===== src/rtl/cnt_pkg.sv =====
// Shared types for the cascadable counter: command modes, FSM states and
// the default slice width used by the carry chain.
package cnt_pkg;

  localparam int SLICE_DEFAULT = 4;

  typedef enum logic [1:0] {
    HOLD  = 2'b00,
    COUNT = 2'b01,
    LOAD  = 2'b10,
    CLEAR = 2'b11
  } mode_e;

  typedef enum logic [1:0] {
    IDLE = 2'b00,
    RUN  = 2'b01,
    DONE = 2'b10
  } state_e;

endpackage


===== src/rtl/cnt_slice.sv =====
// One SLICE-bit stage of the counter: synchronous clear/load/increment with
// a ripple carry so that a stage only steps when every lower stage is all-ones.
module cnt_slice
  import cnt_pkg::*;
#(
  parameter int SLICE = SLICE_DEFAULT
) (
  input  logic             clk,
  input  logic             rst,
  input  logic             inc,
  input  logic             load,
  input  logic             clear,
  input  logic             cin,
  input  logic [SLICE-1:0] load_data,
  output logic [SLICE-1:0] count,
  output logic             cout
);

  logic [SLICE-1:0] q;

  // NOTE: state registers use non-blocking assignments so every slice samples
  // the same pre-edge carry chain; blocking here would create order-dependent races.
  always_ff @(posedge clk) begin
    if (rst) begin
      q <= '0;
    end else if (clear) begin
      q <= '0;
    end else if (load) begin
      q <= load_data;
    end else if (inc && cin) begin
      q <= q + SLICE'(1);
    end
  end

  assign count = q;
  assign cout  = cin && (&q);

endmodule


===== src/rtl/cnt16_cascade.sv =====
// Cascadable up-counter built from ripple-carry slices, with a small
// IDLE/RUN/DONE control FSM, terminal-count pulse and optional one-shot stop.
module cnt16_cascade
  import cnt_pkg::*;
#(
  parameter int WIDTH   = 16,
  parameter int SLICE   = SLICE_DEFAULT,
  parameter int ONESHOT = 0
) (
  input  logic             clk,
  input  logic             rst,
  input  logic [1:0]       mode,
  input  logic             cnt_en,
  input  logic             cin,
  input  logic             load_valid,
  input  logic [WIDTH-1:0] load_data,
  output logic             load_ready,
  output logic [WIDTH-1:0] count,
  output logic             tc,
  output logic             cout,
  output logic [1:0]       state_o
);

  localparam int NSLICE = WIDTH / SLICE;

  state_e            state_q, state_d;
  mode_e             mode_c;
  logic [NSLICE:0]   carry;
  logic              all_ones;
  logic              count_cmd, load_cmd, clear_cmd;
  logic              inc_fire, wrap, slice_inc;
  logic              ready_q, tc_q;

  assign mode_c    = mode_e'(mode);
  assign count_cmd = (mode_c == COUNT) && cnt_en && cin;
  assign load_cmd  = (mode_c == LOAD) && load_valid && ready_q;
  assign clear_cmd = (mode_c == CLEAR);

  // DONE freezes the count; only load or clear leave it.
  assign inc_fire  = count_cmd && (state_q != DONE);
  assign all_ones  = carry[NSLICE];
  assign wrap      = inc_fire && all_ones;
  assign slice_inc = inc_fire && !((ONESHOT != 0) && all_ones);

  assign carry[0] = 1'b1;

  for (genvar k = 0; k < NSLICE; k++) begin : g_slice
    cnt_slice #(.SLICE(SLICE)) u_slice (
      .clk       (clk),
      .rst       (rst),
      .inc       (slice_inc),
      .load      (load_cmd),
      .clear     (clear_cmd),
      .cin       (carry[k]),
      .load_data (load_data[k*SLICE +: SLICE]),
      .count     (count[k*SLICE +: SLICE]),
      .cout      (carry[k+1])
    );
  end

  always_ff @(posedge clk) begin
    if (rst) begin
      state_q <= IDLE;
      ready_q <= 1'b0;
      tc_q    <= 1'b0;
    end else begin
      state_q <= state_d;
      ready_q <= 1'b1;
      tc_q    <= wrap;
    end
  end

  // NOTE: assigning a default before any branch keeps always_comb latch-free.
  always_comb begin
    state_d = state_q;
    if (clear_cmd) begin
      state_d = IDLE;
    end else if (load_cmd) begin
      state_d = RUN;
    end else if (inc_fire) begin
      state_d = (wrap && (ONESHOT != 0)) ? DONE : RUN;
    end
  end

  always_comb begin
    cout    = all_ones && count_cmd && (state_q == RUN);
    state_o = state_q;
  end

  assign load_ready = ready_q;
  assign tc         = tc_q;

endmodule


===== config.mk =====
export PLATFORM = sky130hd
export DESIGN_NAME = cnt16_cascade
export DESIGN_NICKNAME = d
export VERILOG_FILES = /design/src/rtl/cnt_pkg.sv /design/src/rtl/cnt_slice.sv /design/src/rtl/cnt16_cascade.sv
export SDC_FILE = /design/constraint.sdc
export NUM_CORES = 1
export LEC_CHECK = 0
export BUFFER_PORTS_ARGS = -buffer_cell sky130_fd_sc_hd__buf_2
export CORE_UTILIZATION = 49
export DETAILED_ROUTE_END_ITERATION = 16
export HOLD_SLACK_MARGIN = 0.02
export PLACE_DENSITY = 0.85
export SLEW_MARGIN = 20
export SYNTH_ARGS = -nofsm -noshare
export SYNTH_HDL_FRONTEND = slang
export SYNTH_SLANG_ARGS = --single-unit

===== constraint.sdc =====
create_clock -name clk -period 2.25 [get_ports clk]
set_input_delay 0.3375 -clock clk [delete_from_list [all_inputs] [get_ports clk]]
set_output_delay 0.3375 -clock clk [all_outputs]
set_load 0.03 [all_outputs]

==> key figures <==
Cells and area
  – Share of cells above drive strength 1: 0.3355
  – Synthesis-to-layout area growth: 27.90%
  – Fill count: 148
  – Final nets: 183
  – Ant diodes: 0
  – Multi-input gate area: 566.8 um^2
  – Register area: 380.4 um^2
  – Layout Utilization: 0.6972

Pwr
  – Power density over the cells: 489.2 nW/um^2
  – Net Sw Frac: 0.2675
  – Maximum vdd drop: 0.3795 mV
  – Reg power frac: 0.577
  – Clock power share: 0.279
  – Gate power share: 0.144
  – P_int: 0.4501 mW
  – Net load switching power: 0.1644 mW
  – Leakage: 0.5435 nW

Setup path
  – CP max FO: 8
  – Slowest cell delay on critical path: 410 ps
  – R2R Path End: g_slice[3].u_slice.count[1]$_SDFFE_PP0P_
  – Reg2reg start: g_slice[0].u_slice.count[0]$_SDFFE_PP0P_
  – Worst path slowest cell: dfxtp_1
  – R2R depth: 5
  – Data required, critical path: 1910 ps
  – CP Buf/Inv Count: 1
  – Crit path cell chain: ha_1 > nand3_4 > nor4_2 > nand4_1 > nor2_1 > buf_2
  – Top cell family by delay on the critical path: simple AND/OR/NAND/NOR gates
  – Worst reg-to-reg setup slack: 590 ps
  – Startpoint Class: flop
  – CP arrival: 1790 ps
  – CP Capture Type: output port
  – Critical setup path kind: reg2out

STA
  – Sum Neg Setup Slack: 0 ps
  – Worst clock skew: 3.492 ps
  – Minimum clock period: 2131 ps
  – Period utilisation layout: 0.9472
  – Upper clock frequency limit: 0.4692 GHz
  – RSZ-0062 raised after global routing: no
  – Final setup viols: 0
  – Final hold viol count: 0
  – Max Transition Viols Final: 0

Clock tree
  – Num CTS Buffers: 3
  – Clock sinks: 19
  – Setup bufs post-CTS: 0
  – Clock root buffer: clkbuf_4
  – Post-CTS sizing: 0
  – Max H-tree Level: 1
  – Worst-Skew Late Latency: 300 ps
  – CTS clock-pin slew for the worst setup and hold paths: 100 ps
  – CTS max path bufs: 2
  – Hold_buf cts: 0
  – CTS tree: done

Die
  – Num ports: 44
  – Chip height: 46.77 um
  – Initial core utilization: 0.5451
  – # rows: 15
  – Die ar.: 2187 um^2
  – Core area: 1802 um^2
  – Chip width: 46.77 um

GRT
  – First-pass GRT wire length: 3581 um
  – Vias in the first global route: 884
  – Total track usage: 0.2281
  – Largest net degree at the start of global routing: 34
  – Total grt overflow: 0
  – Antenna violations before repair: 0

Logic synthesis
  – Synth Area in XOR/XNOR: 0.08025
  – Flops & latches, synth: 19
  – Syn Area/Cell: 8.692 um^2
  – Main combinational cell family by area after synthesis: compound AO/OA/AOI/OAI gates
  – Unique masters post-synth: 28
  – Post-synth net total: 140
  – Synth Instances: 113
  – Adder and majority gate portion of the synthesized area: 0.05096
  – Mux share of post-synthesis cell area: 0.04076
  – Simple-Gate Fraction of Synth Area: 0.1860
  – Ys Warns: 0
  – Cell area after synthesis: 982.2 um^2
  – Compound-Gate Fraction of Synth Area: 0.1962
  – Seq/Total Area, Yosys: 0.3873

Drt
  – # DRC: 0
  – Avg WL per Cell: 12.14 um
  – Via count: 941
  – Final ANT Viol Nets: 0
  – 1st-pass router iterations: 3
  – DRT Wirelength: 2185 um
  – Vias per cell: 5.228
  – Detailed Route Iter0 Violations: 6

Place
  – Hpwl dp: 1704 um
  – Routability cong.: 0.7956
  – Port Buffers: 42

Min path
  – Worst min-delay path startpoint: rst
  – Min-delay worst type: in2reg
  – Worst Hold Depth: 2
  – Hold EP: tc$_SDFF_PP0_

Job
  – Max-cap violations: 0

Run status
  – Status: completed
## flip-flops by register name (all words and copies together) (netlist names)
register               cells
g_slice.u_slice.count     16
load_ready                 1
state_o                    1
tc                         1
## kinds of logic (layout without fill, tap and decap cells)
family                   count (synthesis)  in the layout
multiplexers                             4              4
AND/OR/NAND/NOR                         28             28
AO/OA/AOI/OAI                           35             35
XOR/XNOR                                 9              9
buffers and inverters                   13             55
adder cells (fa/ha/maj)                  4              4
other                                    1              1
flip-flops                              19             19
## placed cells by master (no fill, tap or decap), types with 3 or more instances in the layout
cell type,instances
buf_2,42
a21oi_1,13
nor3_1,3
mux2i_1,4
clkbuf_4,3
xnor2_1,9
nand3_1,4
nor2_1,7
dfxtp_1,19
a31oi_1,4
inv_1,7
o21ai_0,14
ha_1,4
## synthesized netlist by cell type
| cell type | n | area, um^2 |
|---|---|---|
| dfxtp_1 | 19 | 380.4 |
| o21ai_0 | 14 | 70.07 |
| a21oi_1 | 13 | 65.06 |
| xnor2_1 | 9 | 78.83 |
| inv_1 | 7 | 26.28 |
| nor2_1 | 7 | 26.28 |
| nand3_1 | 5 | 25.02 |
| a31oi_1 | 4 | 25.02 |
| clkbuf_1 | 4 | 15.01 |
| ha_1 | 4 | 50.05 |
| mux2i_1 | 4 | 40.04 |
| nor3_1 | 3 | 15.01 |
| nor4_1 | 3 | 18.77 |
| nand2_1 | 2 | 7.510 |
| nand4_1 | 2 | 12.51 |
| a211oi_1 | 1 | 7.510 |
| a21bo_1 | 1 | 10.01 |
| a31o_1 | 1 | 8.760 |
| and2_1 | 1 | 6.260 |
| buf_2 | 1 | 5.000 |
| buf_4 | 1 | 7.510 |
| conb_1 | 1 | 3.750 |
| nand3_2 | 1 | 10.01 |
| nand3b_1 | 1 | 7.510 |
| nand4b_1 | 1 | 8.760 |
| nand4b_4 | 1 | 23.77 |
| nor4_4 | 1 | 21.27 |
| o22ai_1 | 1 | 6.260 |
## power groups by stage
stage / logic [mW] / registers (mW) / clock network [mW]
2_1_floorplan: 0.0345 / 0.378 / 0
3_3_place_gp: 0.0859 / 0.361 / 0
3_5_place_dp: 0.0888 / 0.362 / 0
4_1_cts: 0.0894 / 0.354 / 0.175
5_1_grt: 0.0984 / 0.356 / 0.192
6_report: 0.0888 / 0.354 / 0.171
## cell type report
class                      instances  share of cell area
multi-input combinational         81              0.4512
tap                               25             0.02490
timing repair buffer              44              0.1793
sequential                        19              0.3028
clock buffer                       4             0.02092
inverter                           7             0.02092
## how the worst max path moves through the flow
stage                                                   from    to  depth (start not counted)  slack (ps)
detailed placement                                   mode[1]  cout                          6         360
CTS                 g_slice[0].u_slice.count[0]$_SDFFE_PP0P_  cout                          6          60
global placement                                     mode[1]  cout                          6         390
floorplan           g_slice[0].u_slice.count[0]$_SDFFE_PP0P_  cout                          5         110
finish              g_slice[0].u_slice.count[0]$_SDFFE_PP0P_  cout                          6         120
global route        g_slice[0].u_slice.count[0]$_SDFFE_PP0P_  cout                          6           6
## per-stage QoR
stage / power [mW] / area, um^2 / setup slack, ps / instances / hold WS [ps]
global placement: 0.4468 / 1211 / 392.7 / 176 / 469.9
global route: 0.6466 / 1256 / 5.895 / 180 / 220.2
floorplan: 0.4127 / 982.2 / 114.4 / 113 / 409.9
CTS: 0.6189 / 1237 / 56.73 / 180 / 221.6
finish: 0.6145 / 1256 / 118.9 / 180 / 224.1
detailed placement: 0.4507 / 1211 / 363.8 / 176 / 490.7
## metal layers
| metal | vias up | wire length, um | global-route usage |
|---|---|---|---|
| met5 | - | 0 | 0 |
| met4 | 0 | 31 | 0.06857 |
| met3 | 5 | 110 | 0.05000 |
| met2 | 32 | 1121 | 0.4306 |
| met1 | 417 | 922 | 0.2530 |
| li1 | 487 | - | - |
## worst reg2reg max path: cells and delay by family, from the launching register on
kind | cells | cell delay (ps)
AO/OA/AOI/OAI | 1 | 70
adder cells (fa/ha/maj) | 1 | 250
multiplexers | 1 | 230
AND/OR/NAND/NOR | 2 | 590
flip-flops | 1 | 410
Power figures use the tool's default switching activity.
